## src/rtl/dmem_pkg.sv

```systemverilog
// dmem_pkg: shared encodings for the data-memory load/store controller.
//   - request size codes, memory read/write strobe values
//   - FSM state enum and the latched request payload
//   - misalignment helper used at request accept
package dmem_pkg;

   localparam int unsigned XLEN = 32;

   localparam logic [1:0] SZ_BYTE = 2'd0;
   localparam logic [1:0] SZ_HALF = 2'd1;
   localparam logic [1:0] SZ_WORD = 2'd2;

   localparam logic MEM_READ  = 1'b0;
   localparam logic MEM_WRITE = 1'b1;

   typedef enum logic [2:0] {
      ST_IDLE,
      ST_READ,
      ST_WAIT,
      ST_WRITE,
      ST_RESP
   } state_e;

   // Only the fields needed after accept; the word address goes straight to mem_addr.
   typedef struct packed {
      logic        write;
      logic [1:0]  size;
      logic        sgn;
      logic [1:0]  lane;
      logic [15:0] wdata;
   } req_t;

   // Size code 3 is illegal and reported the same way as a misaligned access.
   function automatic logic is_misaligned(input logic [1:0] size, input logic [1:0] lane);
      logic bad;
      case (size)
         SZ_BYTE: bad = 1'b0;
         SZ_HALF: bad = lane[0];
         SZ_WORD: bad = (lane != 2'b00);
         default: bad = 1'b1;
      endcase
      return bad;
   endfunction

endpackage

```

## src/rtl/dmem_lsu_ctrl_if.sv

```systemverilog
// dmem_lsu_ctrl_if: request/response handshake plus the dMemBase memory port.
//   slave  : the load/store controller (accepts requests, drives memory)
//   master : the core + memory side (issues requests, returns mem_dataOut)
interface dmem_lsu_ctrl_if;
   import dmem_pkg::*;

   logic            req_valid;
   logic            req_ready;
   logic            req_write;
   logic [1:0]      req_size;
   logic            req_signed;
   logic [XLEN-1:0] req_addr;
   logic [XLEN-1:0] req_wdata;

   logic            rsp_valid;
   logic [XLEN-1:0] rsp_data;
   logic            rsp_err;

   logic [XLEN-1:0] mem_addr;
   logic            mem_enable;
   logic            mem_readwrite;
   logic [XLEN-1:0] mem_dataIn;
   logic [XLEN-1:0] mem_dataOut;

   modport slave (
      input  req_valid, req_write, req_size, req_signed, req_addr, req_wdata, mem_dataOut,
      output req_ready, rsp_valid, rsp_data, rsp_err,
      output mem_addr, mem_enable, mem_readwrite, mem_dataIn
   );

   modport master (
      output req_valid, req_write, req_size, req_signed, req_addr, req_wdata, mem_dataOut,
      input  req_ready, rsp_valid, rsp_data, rsp_err,
      input  mem_addr, mem_enable, mem_readwrite, mem_dataIn
   );

endinterface

```

## src/rtl/dmem_lane_align.sv

```systemverilog
// dmem_lane_align: combinational little-endian lane steering.
//   word_i          word read from memory
//   wdata_i         right-justified sub-word store data
//   size_i, lane_i  access size and byte address bits [1:0]
//   sgn_i           sign-extend loads
//   store_word_c_o  word_i with the addressed lane(s) replaced by wdata_i
//   load_data_c_o   addressed lane shifted to bit 0 and extended
module dmem_lane_align
   import dmem_pkg::*;
(
   input  logic [XLEN-1:0] word_i,
   input  logic [15:0]     wdata_i,
   input  logic [1:0]      size_i,
   input  logic [1:0]      lane_i,
   input  logic            sgn_i,
   output logic [XLEN-1:0] store_word_c_o,
   output logic [XLEN-1:0] load_data_c_o
);

   logic [4:0]      shamt;
   logic [XLEN-1:0] mask;
   logic [XLEN-1:0] ins;
   logic [7:0]      lane_b;
   logic [15:0]     lane_h;

   // Store merge: mask out the target lane(s) and insert the new data.
   always_comb begin
      shamt = {lane_i, 3'b000};
      mask  = '0;
      ins   = '0;
      case (size_i)
         SZ_BYTE: begin
            mask = XLEN'(32'h0000_00ff) << shamt;
            ins  = XLEN'(wdata_i[7:0]) << shamt;
         end
         SZ_HALF: begin
            shamt = {lane_i[1], 4'b0000};
            mask  = XLEN'(32'h0000_ffff) << shamt;
            ins   = XLEN'(wdata_i) << shamt;
         end
         default: ;
      endcase
      store_word_c_o = (word_i & ~mask) | (ins & mask);
   end

   // Load extract: bring the lane to bit 0, then sign- or zero-extend.
   always_comb begin
      lane_b = 8'(word_i >> {lane_i, 3'b000});
      lane_h = lane_i[1] ? word_i[31:16] : word_i[15:0];
      case (size_i)
         SZ_BYTE: load_data_c_o = {{24{sgn_i & lane_b[7]}}, lane_b};
         SZ_HALF: load_data_c_o = {{16{sgn_i & lane_h[15]}}, lane_h};
         default: load_data_c_o = word_i;
      endcase
   end

endmodule

```

## src/rtl/dmem_lsu_ctrl.sv

```systemverilog
// dmem_lsu_ctrl: single-outstanding load/store initiator for the dMemBase port.
//   clk, reset : clock, asynchronous active-high reset
//   bus        : request/response handshake and memory port (slave view)
//   RD_LAT     : cycles from the read-enable cycle until mem_dataOut is valid
// Sub-word stores are read-modify-write since the memory has no byte enables.
// All outputs come straight from flops.
module dmem_lsu_ctrl
   import dmem_pkg::*;
#(
   parameter int unsigned RD_LAT = 1
) (
   input  logic           clk,
   input  logic           reset,
   dmem_lsu_ctrl_if.slave bus
);

   localparam int unsigned CNT_W = (RD_LAT > 1) ? $clog2(RD_LAT) : 1;

   state_e          state_q, state_d;
   logic [CNT_W-1:0] cnt_q, cnt_d;
   req_t            req_q, req_d;
   logic            ready_q, ready_d;
   logic            rsp_valid_q, rsp_valid_d;
   logic            rsp_err_q, rsp_err_d;
   logic [XLEN-1:0] rsp_data_q, rsp_data_d;
   logic            mem_en_q, mem_en_d;
   logic            mem_rw_q, mem_rw_d;
   logic [XLEN-1:0] mem_addr_q, mem_addr_d;
   logic [XLEN-1:0] mem_din_q, mem_din_d;

   logic [XLEN-1:0] store_word;
   logic [XLEN-1:0] load_data;

   dmem_lane_align u_align (
      .word_i         (bus.mem_dataOut),
      .wdata_i        (req_q.wdata),
      .size_i         (req_q.size),
      .lane_i         (req_q.lane),
      .sgn_i          (req_q.sgn),
      .store_word_c_o (store_word),
      .load_data_c_o  (load_data)
   );

   // State and output registers.
   always_ff @(posedge clk or posedge reset) begin
      if (reset) begin
         state_q     <= ST_IDLE;
         cnt_q       <= '0;
         req_q       <= '0;
         ready_q     <= 1'b1;
         rsp_valid_q <= 1'b0;
         rsp_err_q   <= 1'b0;
         rsp_data_q  <= '0;
         mem_en_q    <= 1'b0;
         mem_rw_q    <= MEM_READ;
         mem_addr_q  <= '0;
         mem_din_q   <= '0;
      end else begin
         state_q     <= state_d;
         cnt_q       <= cnt_d;
         req_q       <= req_d;
         ready_q     <= ready_d;
         rsp_valid_q <= rsp_valid_d;
         rsp_err_q   <= rsp_err_d;
         rsp_data_q  <= rsp_data_d;
         mem_en_q    <= mem_en_d;
         mem_rw_q    <= mem_rw_d;
         mem_addr_q  <= mem_addr_d;
         mem_din_q   <= mem_din_d;
      end
   end

   // Next state; registered outputs are decoded from the state being entered.
   always_comb begin
      state_d     = state_q;
      cnt_d       = cnt_q;
      req_d       = req_q;
      rsp_valid_d = 1'b0;
      rsp_err_d   = 1'b0;
      rsp_data_d  = '0;
      mem_addr_d  = mem_addr_q;
      mem_din_d   = mem_din_q;

      case (state_q)
         ST_IDLE: begin
            if (bus.req_valid && ready_q) begin
               req_d.write = bus.req_write;
               req_d.size  = bus.req_size;
               req_d.sgn   = bus.req_signed;
               req_d.lane  = bus.req_addr[1:0];
               req_d.wdata = bus.req_wdata[15:0];
               mem_addr_d  = {bus.req_addr[XLEN-1:2], 2'b00};
               if (is_misaligned(bus.req_size, bus.req_addr[1:0])) begin
                  state_d     = ST_RESP;
                  rsp_valid_d = 1'b1;
                  rsp_err_d   = 1'b1;
               end else if (bus.req_write && (bus.req_size == SZ_WORD)) begin
                  state_d   = ST_WRITE;
                  mem_din_d = bus.req_wdata;
               end else begin
                  state_d = ST_READ;
               end
            end
         end
         ST_READ: begin
            state_d = ST_WAIT;
            cnt_d   = CNT_W'(RD_LAT - 1);
         end
         ST_WAIT: begin
            // mem_dataOut is valid in the last WAIT cycle and is consumed on its closing edge.
            if (cnt_q == '0) begin
               if (req_q.write) begin
                  state_d   = ST_WRITE;
                  mem_din_d = store_word;
               end else begin
                  state_d     = ST_RESP;
                  rsp_valid_d = 1'b1;
                  rsp_data_d  = load_data;
               end
            end else begin
               cnt_d = cnt_q - CNT_W'(1);
            end
         end
         ST_WRITE: begin
            state_d     = ST_RESP;
            rsp_valid_d = 1'b1;
         end
         ST_RESP: state_d = ST_IDLE;
         default: state_d = ST_IDLE;
      endcase

      ready_d  = (state_d == ST_IDLE);
      mem_en_d = (state_d == ST_READ) || (state_d == ST_WRITE);
      mem_rw_d = (state_d == ST_WRITE) ? MEM_WRITE : MEM_READ;
   end

   assign bus.req_ready     = ready_q;
   assign bus.rsp_valid     = rsp_valid_q;
   assign bus.rsp_err       = rsp_err_q;
   assign bus.rsp_data      = rsp_data_q;
   assign bus.mem_enable    = mem_en_q;
   assign bus.mem_readwrite = mem_rw_q;
   assign bus.mem_addr      = mem_addr_q;
   assign bus.mem_dataIn    = mem_din_q;

endmodule
```

## src/flat_wrapper.sv

```systemverilog
// flat-port wrapper written by rule: the top's interface ports become plain ports
module dmem_lsu_ctrl_flat import dmem_pkg::*;
#(
   parameter int unsigned RD_LAT = 1
)
  (clk, reset, bus_req_valid, bus_req_write, bus_req_size, bus_req_signed, bus_req_addr, bus_req_wdata, bus_mem_dataOut, bus_req_ready, bus_rsp_valid, bus_rsp_data, bus_rsp_err, bus_mem_addr, bus_mem_enable, bus_mem_readwrite, bus_mem_dataIn);
  dmem_lsu_ctrl_if bus_i ();
  input  logic clk;
  input  logic reset;
  input wire logic [$bits(bus_i.req_valid)-1:0] bus_req_valid;
  input wire logic [$bits(bus_i.req_write)-1:0] bus_req_write;
  input wire logic [$bits(bus_i.req_size)-1:0] bus_req_size;
  input wire logic [$bits(bus_i.req_signed)-1:0] bus_req_signed;
  input wire logic [$bits(bus_i.req_addr)-1:0] bus_req_addr;
  input wire logic [$bits(bus_i.req_wdata)-1:0] bus_req_wdata;
  input wire logic [$bits(bus_i.mem_dataOut)-1:0] bus_mem_dataOut;
  output wire logic [$bits(bus_i.req_ready)-1:0] bus_req_ready;
  output wire logic [$bits(bus_i.rsp_valid)-1:0] bus_rsp_valid;
  output wire logic [$bits(bus_i.rsp_data)-1:0] bus_rsp_data;
  output wire logic [$bits(bus_i.rsp_err)-1:0] bus_rsp_err;
  output wire logic [$bits(bus_i.mem_addr)-1:0] bus_mem_addr;
  output wire logic [$bits(bus_i.mem_enable)-1:0] bus_mem_enable;
  output wire logic [$bits(bus_i.mem_readwrite)-1:0] bus_mem_readwrite;
  output wire logic [$bits(bus_i.mem_dataIn)-1:0] bus_mem_dataIn;
  assign bus_i.req_valid = bus_req_valid;
  assign bus_i.req_write = bus_req_write;
  assign bus_i.req_size = bus_req_size;
  assign bus_i.req_signed = bus_req_signed;
  assign bus_i.req_addr = bus_req_addr;
  assign bus_i.req_wdata = bus_req_wdata;
  assign bus_i.mem_dataOut = bus_mem_dataOut;
  assign bus_req_ready = bus_i.req_ready;
  assign bus_rsp_valid = bus_i.rsp_valid;
  assign bus_rsp_data = bus_i.rsp_data;
  assign bus_rsp_err = bus_i.rsp_err;
  assign bus_mem_addr = bus_i.mem_addr;
  assign bus_mem_enable = bus_i.mem_enable;
  assign bus_mem_readwrite = bus_i.mem_readwrite;
  assign bus_mem_dataIn = bus_i.mem_dataIn;
  dmem_lsu_ctrl #(.RD_LAT(RD_LAT)) u_core (.clk(clk), .reset(reset), .bus(bus_i));
endmodule
```

## config.mk

```make
export PLATFORM = sky130hd
export DESIGN_NAME = dmem_lsu_ctrl_flat
export DESIGN_NICKNAME = d
export VERILOG_FILES = /design/src/rtl/dmem_pkg.sv /design/src/rtl/dmem_lsu_ctrl_if.sv /design/src/rtl/dmem_lane_align.sv /design/src/rtl/dmem_lsu_ctrl.sv /design/src/flat_wrapper.sv
export SDC_FILE = /design/constraint.sdc
export NUM_CORES = 1
export LEC_CHECK = 0
export BUFFER_PORTS_ARGS = -buffer_cell sky130_fd_sc_hd__clkbuf_2
export CAP_MARGIN = 20
export CORE_MARGIN = 2
export CORE_UTILIZATION = 30
export DETAILED_ROUTE_END_ITERATION = 6
export HOLD_SLACK_MARGIN = 0.06
export PLACE_DENSITY = 0.5
export SETUP_SLACK_MARGIN = 0.4
export SLEW_MARGIN = 25
export SYNTH_ARGS = -nofsm -noshare
export SYNTH_HDL_FRONTEND = slang
export SYNTH_SLANG_ARGS = --single-unit
export TNS_END_PERCENT = 5
```

## constraint.sdc

```tcl
create_clock -name clk -period 7.8 [get_ports clk]
set_input_delay 0.39 -clock clk [delete_from_list [all_inputs] [get_ports clk]]
set_output_delay 0.39 -clock clk [all_outputs]
set_load 0.05 [all_outputs]
```

* Word-level counts from Yosys, hierarchy flattened
Index checks and enable logic that the tools add are counted.
** Cells by class
- Add/subtract/negate cells :: 1
- Equality and inequality tests :: 13
- Shift operators :: 5
- Muxes and demuxes :: 31
- Bitwise gates (word level) :: 6
- Reductions and logical operators :: 12
** Operators by type and width (number)
- $mux W32 :: 8
- $pmux W32 S2 :: 4
- $and A32 B32 Y32 :: 2
- $not A32 Y32 :: 1
- $or A32 B32 Y32 :: 1
- $shl A16 B5 Y32 :: 1
- $shl A16 B5 Y32 const A :: 1
- $shl A8 B5 Y32 :: 1
- $shl A8 B5 Y32 const A :: 1
- $shr A32 B5 Y8 :: 1
- $mux W16 :: 1
- $mux W3 :: 4
- $pmux W3 S4 :: 1
- $eq A3 B2 Y1 const B :: 3
- $mux W1 :: 9
- $eq A3 B1 Y1 const B :: 2
- $logic_not A3 Y1 :: 2
- $ne A2 B1 Y1 const B :: 3
- $pmux W1 S3 :: 2
- $reduce_and A6 Y1 :: 1
- $reduce_bool A2 Y1 :: 3
- $eq A2 B1 Y1 const B :: 2
- $logic_not A2 Y1 :: 2
- $ne A2 B2 Y1 const B :: 2
- other kinds (8) :: 10
** Word-level totals
- Bits in registers :: 125

* Depth between registers and ports, before layout
Gate-level depths: netlist of run 1.
- Depth after elaboration :: 9
- Gate-level depth with buffers :: 7

* Cells and area by module
From an unflattened synthesis of run 1, not the netlist that was laid out.
** Unflattened totals
- Cells, all modules :: 515
- Area, all modules :: 6378.6 um^2
** Modules (own cells, without submodules)
- dmem_lsu_ctrl :: instances 1, cells each 316, area an instance 4992.3 um^2
- dmem_lane_align :: instances 1, cells each 199, area an instance 1386.3 um^2

* Least setup slack after synthesis of run 1
OpenSTA, ideal clock, no wires.
- Kind :: reg2reg
- Start :: register u_core.ready_q, in the netlist u_core.bus.req_ready
- End :: register u_core.mem_din_q[10], in the netlist u_core.bus.mem_dataIn[10]
- Setup time :: 0.125 ns
- Arrival :: 1.882 ns
- Slack :: 5.793 ns
- Stages on the path, launching flop included :: 7
- Period minus slack after synthesis :: 2.007 ns
- Cells stage by stage :: dfstp_2 nand2_1 nor4_2 a22o_1 buf_2 buf_2 mux2_2
** On the way
- Word-level cells in the longest chain between the ends :: 3
** RTL lines
- start: declaration :: line dmem_lsu_ctrl.sv:22 : logic ready_q, ready_d;
- start signal: assignment :: line dmem_lsu_ctrl.sv:62 : ready_q <= ready_d;
- $logic_and A1 B1 Y1 :: line dmem_lsu_ctrl.sv:86 : if (bus.req_valid && ready_q) begin
- $ne A2 B1 Y1 (no source line)
- $reduce_and A6 Y1 (no source line)
- end signal: assignment :: line dmem_lsu_ctrl.sv:69 : mem_din_q <= mem_din_d;
- end: declaration :: line dmem_lsu_ctrl.sv:29 : logic [XLEN-1:0] mem_din_q, mem_din_d;
No other way between the ends.
A chain may end at the register's enable or synchronous reset.

* Worst setup path after layout of run 1
- Start :: register u_core.state_q[0]
- End :: register u_core.mem_din_q[8], in the netlist u_core.bus.mem_dataIn[8]
** On the way
- Word-level cells in the longest chain between the ends :: 3
- Elaborated cells between the ends (all ways) :: 10
- Classes of those cells :: 6 x eq/ne; 1 x mux; 3 x reduce/logical
** RTL lines
- start: declaration :: line dmem_lsu_ctrl.sv:19 : state_e state_q, state_d;
- start signal: assignment :: line dmem_lsu_ctrl.sv:59 : state_q <= state_d;
- $eq A3 B2 Y1 or $logic_not A3 Y1 (tied branches) :: line dmem_lsu_ctrl.sv:84 : case (state_q)
- $ne A2 B2 Y1 (no source line), or another cell as far along
- $reduce_and A6 Y1 (no source line)
Parallel ways exist; a longest one is shown, timed or not.

==> results.yml, run 1 <==
setup_path:
  path_common_cell: "buf_4"
  worst_setup_path_start_kind: "flop"
  max_stage_delay_ns: 0.72
  worstPathMaxFanout: 57
  cp_cell_sequence: "nor3b_4, buf_4, a22o_1, buf_4, mux2_2"
  worst-setup-path-type: "reg2reg"
  cp-startpoint: "u_core.state_q[0]"
  required_ns: 8.10
  crit_slowest_cell: "a22o_1"
  crit_path_end_kind: "flop"
  arrival_ns: 3.11
  rr_endpoint: "u_core.bus.mem_dataIn[8]"
  r2r_slack_ns: 4.99
  worst-r2r-cell-count: 5
  r2r_start: "u_core.state_q[0]"
power:
  power_density_nw_per_um2: 491
  p_leak_nw: 3.76
  power_mw: 3.82
  ir_drop_mv: 0.264
sta:
  tns_ns: 0
  drv_slew: 0
  worst_pin_slew_ns: 0.993
  setup_ws_ns: 4.99
  max_slew_margin: 0.338
  finClkSkew_ns: 0.00844
  whs_ns: 0.109
  setup_viol: 0
  hold_viol: 0
  rsz0062_at_grt: "false"
  max_freq_mhz: 355
  period_share: 0.361
  min_period_ns: 2.81
cts:
  cts_resized: 0
  cts_hold_buf: 0
  post_cts_buffers: 0
  clock-sinks: 124
  clockBufferDepth: 2
  numCtsBuffers: 17
  cts.clk_slew.worst_paths_ns: 0.07
  tritoncts: "yes"
  worstSkewPairLatency_ns: 0.42
  root_buffer: "clkbuf_16"
  cts_max_level: 4
finish:
  final_layout_size_suffix_gt1_frac: 0.439
  fin_util: 0.397
  multi_input_area_um2: 2690
  postLayoutCellArea_um2: 7780
  insertedDiodeCount: 0
  instances_no_fill: 1007
  nNetsFinal: 832
  area_growth_pct: 29.1
  seq_area_um2: 3100
  final_common_cell: "clkbuf_2"
  layout_common_cells: "clkbuf_2 (201), dfrtp_1 (123), mux2_2 (78)"
  fillCellCount: 1991
placement:
  io_buffers: 201
  dp_cells: 975
  place_ws_ns: 4.98
  postPlaceCellArea_um2: 7210
  gp_congestion: 0.852
  dp_hpwl_mm: 14.0
floorplanning:
  fp.dieW_um: 146
  io_pins: 204
  num_rows: 51
  die_h_um: 146
  coreArea_um2: 19600
  initial_core_util: 0.307
  die-area_um2: 21200
synth:
  synth-edff-count: 0
  ys_ff_latch: 124
  synth_adder_area_share: 0
  synth_flop_cell: "dfrtp_1"
  synth_cells: 550
  avgSynthCellArea_um2: 11.0
  synth.distinct_cells: 47
  synth_compound_area_frac: 0.148
  syn_area_um2: 6020
  synth-simple-area-share: 0.124
  seq_area_frac_synth: 0.515
  ys_warn_count: 0
  synth_mux_area_frac: 0.170
  synthXorXnorAreaFrac: 0
  async_flop_share: 1.00
  synth_top_family_by_area: "multiplexers"
route:
  drt_iter0_drc: 358
  routed.top_layer: "met5"
  via_per_inst: 5.08
  wl_met3_mm: 1.58
  drtAntennaViolNets: 0
  drc: 0
  wl_per_cell_um: 19.0
  routed_wl_mm: 19.1
  wl_met2_mm: 8.84
  wl_met1_mm: 8.40
  vias: 5116
  first_pass_iters: 5
flow_run:
  max-cap-violations: 0
grt:
  grt_pass1_wl_mm: 30.1
  grtUsageTotal: 0.182
  antenna_found_initial: 3
  grt_max_degree: 64
  grt_pass1_vias: 5242
  overflow: 0
outcome:
  status: "completed"
worst_hold_path:
  hp-class: "in2async"
==> critical path, delay by kind of cell (launching register included) <==
| kind | cells | cell delay [ns] |
|---|---|---|
| DFF | 1 | 0.47 |
| muxes | 1 | 0.38 |
| AOI/OAI and AO/OA | 1 | 0.72 |
| buffers and inverters | 2 | 0.90 |
| and+or+nand+nor | 1 | 0.21 |
==> area by class of cell <==
class	instances	area share
Sequential cell	124	0.399
Multi-Input combinational cell	369	0.346
Timing Repair Buffer	206	0.134
Clock buffer	17	0.0547
Tap cell	265	0.0426
Clock inverter	15	0.0182
Inverter	11	0.00563
==> flip-flops by register name, summed over array words and instances (netlist names) <==
name and cells:
u_core.bus.rsp_data 32, u_core.bus.mem_dataIn 32, u_core.bus.req_ready 1, u_core.bus.mem_enable 1
u_core.state_q 3, u_core.req_q 22, u_core.bus.rsp_err 1, u_core.bus.rsp_valid 1
u_core.bus.mem_readwrite 1, u_core.bus.mem_addr 30
==> worst max-delay path by stage <==
stage / endpoint / slack, ns / cells past startpoint
after floorplan: u_core.bus.mem_addr[10] / 4.11 / 1
after global placement: u_core.bus.mem_dataIn[7] / 5.07 / 5
after detailed placement: u_core.bus.mem_dataIn[8] / 4.98 / 5
after CTS: u_core.bus.mem_dataIn[8] / 4.97 / 5
after global routing: u_core.bus.mem_dataIn[8] / 4.86 / 5
final: u_core.bus.mem_dataIn[8] / 4.99 / 5
==> synth_stat cells, types with 12 or more instances <==
| library cell | count | area share |
|---|---|---|
| a21o_1 | 20 | 0.025 |
| a21oi_1 | 27 | 0.022 |
| a31oi_1 | 23 | 0.024 |
| buf_2 | 18 | 0.015 |
| clkbuf_1 | 21 | 0.013 |
| dfrtp_1 | 123 | 0.51 |
| mux2_2 | 78 | 0.15 |
| mux2i_1 | 12 | 0.020 |
| nand2_1 | 21 | 0.013 |
| nand3_1 | 19 | 0.016 |
| nor2_1 | 36 | 0.022 |
| nor2b_1 | 15 | 0.016 |
| o21ai_0 | 34 | 0.028 |
==> cells by family after synthesis <==
kind of cell    count (synthesis)
compound gates                142
buf+inv                        58
flops                         124
mux                            91
other cells                     1
simple gates                  134
==> layer usage <==
metal,up-vias,GRT usage
met1,2512,0.243
met4,2,0.0539
met2,227,0.284
met3,23,0.0599
li1,2352,-
met5,-,0
==> report_power, final <==
part	internal [mW]	total, mW	switching, mW
Combinational	0.601	1.93	1.33
Clock	0.443	0.760	0.317
Sequential	0.904	1.13	0.227
Total	1.95	3.82	1.87
Power figures use the tool's default switching activity.
==> run 2: changes to the inputs <==
--- a/config.mk
+++ b/config.mk
@@ -5,13 +5,14 @@
 export SDC_FILE = /design/constraint.sdc
 export NUM_CORES = 1
 export LEC_CHECK = 0
+export ABC_AREA = 1
 export BUFFER_PORTS_ARGS = -buffer_cell sky130_fd_sc_hd__clkbuf_2
 export CAP_MARGIN = 20
 export CORE_MARGIN = 2
 export CORE_UTILIZATION = 30
 export DETAILED_ROUTE_END_ITERATION = 6
 export HOLD_SLACK_MARGIN = 0.06
-export PLACE_DENSITY = 0.5
+export PLACE_DENSITY = 0.52
 export SETUP_SLACK_MARGIN = 0.4
 export SLEW_MARGIN = 25
 export SYNTH_ARGS = -nofsm -noshare
==> constraint.sdc (replaced) <==
create_clock -name clk -period 2.31 [get_ports clk]
set_input_delay 0.1155 -clock clk [delete_from_list [all_inputs] [get_ports clk]]
set_output_delay 0.1155 -clock clk [all_outputs]
set_load 0.05 [all_outputs]
==> run 2 against run 1 <==
Effect of this change:
- sequential share of layout area shrank 5.8 points
- critical endpoint is now u_core.bus.mem_dataIn[12]
- worst hold slack lost 0.049 ns
- sequential power grew to 3.2 times the previous value
- total power grew to 3.4 times the previous value
- critical path type is now in2reg
- synthesized cell count grew 57%
- largest power group unchanged
- final area grew 17%
==> results.yml, run 2 <==
route:
  drt_iter0_drc: 363
  drc: 0
  routed_wl_mm: 21.9
  drtAntennaViolNets: 0
  routed.top_layer: "met4"
  wl_met2_mm: 10.1
  via_per_inst: 4.56
  wl_met3_mm: 1.55
  wl_per_cell_um: 15.2
  vias: 6540
  wl_met1_mm: 9.95
  first_pass_iters: 5
sta:
  setup_ws_ns: 0.455
  hold_viol: 0
  setup_viol: 0
  worst_pin_slew_ns: 0.523
  max_freq_mhz: 539
  period_share: 0.803
  max_slew_margin: 0.651
  tns_ns: 0
  finClkSkew_ns: 0.00845
  rsz0062_at_grt: "true"
  drv_slew: 0
  min_period_ns: 1.85
synth:
  synth_most_common_cell: "nand2_1"
  avgSynthCellArea_um2: 7.33
  synth.distinct_cells: 28
  synth_top_area_cell: "dfrtp_1"
  synth_flop_cell: "dfrtp_1"
  async_flop_share: 1.00
  seq_area_frac_synth: 0.491
  syn_area_um2: 6320
  ys_top_cells_by_area: "dfrtp_1 (49%), nand2_1 (24%), nand3_1 (8.0%)"
  synth_cells: 863
  yosys-top-cells-count: "nand2_1 (399), dfrtp_1 (123), nand3_1 (101)"
  ys_warn_count: 0
  synth-edff-count: 0
  yosys.area.top_type_share: 0.487
  ys_ff_latch: 124
finish:
  final_common_cell: "nand2_1"
  seq_area_um2: 3110
  multi_input_area_um2: 2780
  nNetsFinal: 1250
  insertedDiodeCount: 0
  layout_common_cells: "nand2_1 (399), clkbuf_2 (201), dfrtp_1 (122)"
  postLayoutCellArea_um2: 9120
  final_layout_size_suffix_gt1_frac: 0.247
  area_growth_pct: 44.2
  fillCellCount: 2189
setup_path:
  arrival_ns: 2.21
  worstPathMaxFanout: 33
  worst-setup-path-type: "in2reg"
  crit_path_end_kind: "flop"
  r2r_slack_ns: 0.46
  worst_setup_path_start_kind: "input port"
  crit_slowest_cell: "dlygate4sd3_1"
  max_stage_delay_ns: 0.55
  required_ns: 2.67
  cp_cell_sequence: "dlygate4sd3_1, clkbuf_2, nor2_1, nand4_4, nand2_4, nand3_1, nand2_1"
floorplanning:
  die_h_um: 149
  fp.dieW_um: 149
  coreArea_um2: 20800
  initial_core_util: 0.304
  die-area_um2: 22300
  io_pins: 204
  num_rows: 53
placement:
  postPlaceCellArea_um2: 7610
  place_ws_ns: 0.452
  gp_congestion: 0.888
  dp_hpwl_mm: 15.8
  io_buffers: 201
cts:
  worstSkewPairLatency_ns: 0.42
  cts.clk_slew.worst_paths_ns: 0.06
  clockBufferDepth: 2
  clock-sinks: 124
  cts_max_level: 4
  root_buffer: "clkbuf_16"
  post_cts_buffers: 0
  tritoncts: "yes"
  numCtsBuffers: 17
worst_hold_path:
  hp-class: "in2reg"
power:
  p_clk_frac: 0.224
  ir_drop_mv: 0.690
  p_comb_frac: 0.496
  sequentialPowerShare: 0.280
  internal_power_mw: 6.34
  power_density_nw_per_um2: 1410
  p_leak_nw: 5.14
  power.share.switching: 0.507
  p_switching_mw: 6.52
grt:
  grt_pass1_vias: 6381
  antenna_found_initial: 0
  grtUsageTotal: 0.201
  grt_max_degree: 55
  grt_pass1_wl_mm: 34.6
  overflow: 0
flow_run:
  max-cap-violations: 0
outcome:
  status: "completed"
## run 2: worst max-delay path: cells and delay by family
family                 cells  cell delay [ns]
buffers and inverters      2             0.68
AND/OR/NAND/NOR            5             1.41
## run 2: final cells by class
| type | count | share of cell area |
|---|---|---|
| tap | 275 | 0.0377 |
| clock buffer | 17 | 0.0467 |
| inverter | 56 | 0.0243 |
| timing repair buffer | 308 | 0.224 |
| multi-input combinational | 640 | 0.305 |
| sequential | 124 | 0.341 |
| clock inverter | 15 | 0.0220 |
## run 2: final timing paths
path | start | to | cells past startpoint
min reg2reg | u_core.bus.mem_addr[4] | u_core.bus.mem_addr[4] | 2
min in group asynchronous | reset | u_core.state_q[2] | 3
max in group asynchronous | reset | u_core.bus.mem_addr[14] | 4
max | bus_req_size[0] | u_core.bus.mem_dataIn[12] | 7
max reg2reg | u_core.req_q[20] | u_core.bus.rsp_data[7] | 7
min | bus_req_size[1] | u_core.req_q[20] | 3
## run 2: power by group through the flow
stage | registers (mW) | logic [mW] | clock network (mW)
after floorplan | 5.62 | 2.65 | 0
after global placement | 3.64 | 6.22 | 0
after detailed placement | 3.61 | 6.27 | 0
after CTS | 3.60 | 6.41 | 2.93
after global routing | 3.70 | 7.00 | 3.05
final | 3.60 | 6.38 | 2.88
## run 2: kinds of logic (layout without fill, tap and decap cells)
group / after synthesis / count (layout) / synth area share
AOI/OAI and AO/OA: 57 / 57 / 0.0473
and+or+nand+nor: 581 / 581 / 0.391
other: 1 / 2 / 0.000593
buffers and inverters: 100 / 396 / 0.0704
DFF: 124 / 124 / 0.491
## run 2: layer usage
layer	global-route usage	vias to the layer above
met1	0.270	3009
met4	0.0548	0
met2	0.327	243
li1	-	3266
met5	0	-
met3	0.0465	22
## run 2: through the flow
step            util  hold slack [ns]  instances  total power, mW
2_1_floorplan      -            0.232        864             8.27
3_3_place_gp   0.365            0.139       1315             9.87
3_5_place_dp   0.365            0.134       1315             9.89
4_1_cts        0.438           0.0604       1435             12.9
5_1_grt        0.438           0.0723       1435             13.8
6_report       0.438           0.0599       1435             12.9
## run 2: timing repair
item,CTS,global route
endpoints found under the hold margin,125,0
hold buffers,88,0
gates resized for setup,0,1
endpoints found under the setup margin,0,74
==> run 3: changes to the inputs <==
--- a/config.mk
+++ b/config.mk
@@ -5,14 +5,14 @@
 export SDC_FILE = /design/constraint.sdc
 export NUM_CORES = 1
 export LEC_CHECK = 0
-export ABC_AREA = 1
+export ABC_AREA = 0
 export BUFFER_PORTS_ARGS = -buffer_cell sky130_fd_sc_hd__clkbuf_2
 export CAP_MARGIN = 20
 export CORE_MARGIN = 2
 export CORE_UTILIZATION = 30
 export DETAILED_ROUTE_END_ITERATION = 6
 export HOLD_SLACK_MARGIN = 0.06
-export PLACE_DENSITY = 0.52
+export PLACE_DENSITY = 0.5
 export SETUP_SLACK_MARGIN = 0.4
 export SLEW_MARGIN = 25
 export SYNTH_ARGS = -nofsm -noshare
==> constraint.sdc (replaced) <==
create_clock -name clk -period 1.85 [get_ports clk]
set_input_delay 0.0925 -clock clk [delete_from_list [all_inputs] [get_ports clk]]
set_output_delay 0.0925 -clock clk [all_outputs]
set_load 0.05 [all_outputs]
==> run 3 against run 2 <==
Effect of this change:
- register-to-register slack worse by 0.34 ns
- utilization grew 3.2 points
- final area up 1.0%
- clock skew shrank 0.00095 ns
- critical endpoint is now u_core.bus.mem_dataIn[7]
- critical path depth is 3 lower
- wire length decreased by 7.3%
- combinational power grew 50%
- critical path type is now reg2reg
- clock-buffer cell count up 4
- flip-flop and latch count unchanged
==> results.yml, run 3 (synthesized netlist as in run 1, its figures left out) <==
grt:
  met1_usage: 0.247
  use_met2: 0.321
  grt_max_degree: 125
  grt_pass1_vias: 5854
  overflow: 0
  grt_pass1_wl_mm: 32.2
  grt_busiest_layer: "met2"
  grtUsageTotal: 0.194
  antenna_found_initial: 0
  use_met3: 0.0520
placement:
  gp_congestion: 0.849
  postPlaceCellArea_um2: 7620
  dp_cells: 1009
  dp_hpwl_mm: 14.2
  io_buffers: 201
power:
  power_density_nw_per_um2: 1900
  power.share.switching: 0.460
  sequentialPowerShare: 0.261
  p_clk_frac: 0.193
  p_leak_nw: 4.43
  internal_power_mw: 9.47
  p_switching_mw: 8.06
  ir_drop_mv: 1.09
  p_comb_frac: 0.546
floorplanning:
  coreArea_um2: 19600
  die_h_um: 146
  fp.dieW_um: 146
  io_pins: 204
  initial_core_util: 0.307
  die-area_um2: 21200
  num_rows: 51
setup_path:
  max_stage_delay_ns: 0.46
  worstPathMaxFanout: 20
  cp_cell_sequence: "or2_2, o21ai_0, a31oi_1, mux2_4"
  cp_top_family: "simple AND/OR/NAND/NOR gates"
  cp.buffers_inverters: 0
  worst-setup-path-type: "reg2reg"
  required_ns: 2.15
  arrival_ns: 2.04
  worst_setup_path_start_kind: "flop"
  crit_path_end_kind: "flop"
  crit_slowest_cell: "or2_2"
route:
  drt_iter0_drc: 312
  vias: 5539
  first_pass_iters: 4
  drtAntennaViolNets: 0
  via_per_inst: 4.89
  routed_wl_mm: 20.3
  drc: 0
  wl_per_cell_um: 17.9
sta:
  whs_ns: 0.0742
  worst_pin_slew_ns: 0.694
  setup_viol: 0
  min_period_ns: 1.74
  period_share: 0.939
  finClkSkew_ns: 0.00750
  hold_viol: 0
  max_slew_margin: 0.537
  drv_slew: 0
  rsz0062_at_grt: "true"
  tns_ns: 0
  max_freq_mhz: 575
cts:
  tritoncts: "yes"
  root_buffer: "clkbuf_16"
  cts_max_level: 4
  worstSkewPairLatency_ns: 0.42
  clockBufferDepth: 2
  numCtsBuffers: 17
  cts.clk_slew.worst_paths_ns: 0.06
  clock-sinks: 124
finish:
  insertedDiodeCount: 0
  fin_util: 0.470
  layout_common_cells: "clkbuf_2 (201), dfrtp_1 (120), dlygate4sd3_1 (83)"
  nNetsFinal: 957
  fillCellCount: 1833
  final_layout_size_suffix_gt1_frac: 0.436
  instances_no_fill: 1132
  final_common_cell: "clkbuf_2"
  area_growth_pct: 52.9
  postLayoutCellArea_um2: 9210
outcome:
  status: "completed"
flow_run:
  max-cap-violations: 0
worst_hold_path:
  hp-class: "in2reg"
==> run 3: worst paths after layout <==
path,slack (ns),depth (start not counted),endpoint,start
min in group asynchronous,0.41,4,u_core.bus.rsp_data[16],reset
worst min register to register,0.50,1,u_core.req_q[15],u_core.req_q[15]
max in group asynchronous,0.89,4,u_core.state_q[0],reset
worst max register to register,0.11,4,u_core.bus.mem_dataIn[7],u_core.req_q[17]
worst max-delay path,0.11,4,u_core.bus.mem_dataIn[7],u_core.req_q[17]
worst min-delay path,0.07,3,u_core.bus.rsp_data[7],bus_mem_dataOut[7]
==> run 3: cell type report <==
cell class / instances / area [µm²] / share of cell area
multi-input cells: 369 / 2830 / 0.307
flip-flops and latches: 124 / 3110 / 0.338
repair buffers: 331 / 2300 / 0.250
well taps: 265 / 332 / 0.0360
clock inverters: 11 / 144 / 0.0156
clock buffers: 21 / 450 / 0.0489
inverters: 11 / 45.0 / 0.00489
==> run 3: through the flow <==
step           power [mW]  setup WS, ns
2_1_floorplan        11.2       -0.0786
3_3_place_gp         13.7      -0.00895
3_5_place_dp         13.8       -0.0929
4_1_cts              17.6         0.130
5_1_grt              18.5        0.0386
6_report             17.5         0.112
==> run 3: repair_timing <==
| action | CTS | global route |
|---|---|---|
| gates cloned | 1 | 0 |
| endpoints found under the hold margin | 204 | 0 |
| gates resized for setup | 15 | 5 |
| setup endpoints to repair | 118 | 124 |
| buffers inserted | 7 | 0 |
| pin swaps | 3 | 0 |
| hold buffers | 83 | 0 |
==> run 3: worst reg2reg max path: stages, from the launching register on <==
cell and delay [ns]:
dfrtp_2 0.44, or2_2 0.46, o21ai_0 0.26, a31oi_1 0.17
mux2_4 0.29
==> run 3: power by group through the flow <==
stage          registers, mW  logic [mW]  clock network (mW)
6_report                4.57        9.57                3.38
3_5_place_dp            4.59        9.18                   0
4_1_cts                 4.58        9.55                3.48
2_1_floorplan           7.25        3.98                   0
5_1_grt                 4.72        10.2                3.60
3_3_place_gp            4.56        9.09                   0
==> run 3: metal layers <==
| metal | wire length, µm | share of wire | vias up |
|---|---|---|---|
| met4 | 328 | 0.016 | 0 |
| met3 | 1130 | 0.056 | 19 |
| met5 | 0 | 0 | - |
| met1 | 8910 | 0.44 | 2694 |
| li1 | - | - | 2599 |
| met2 | 9910 | 0.49 | 227 |
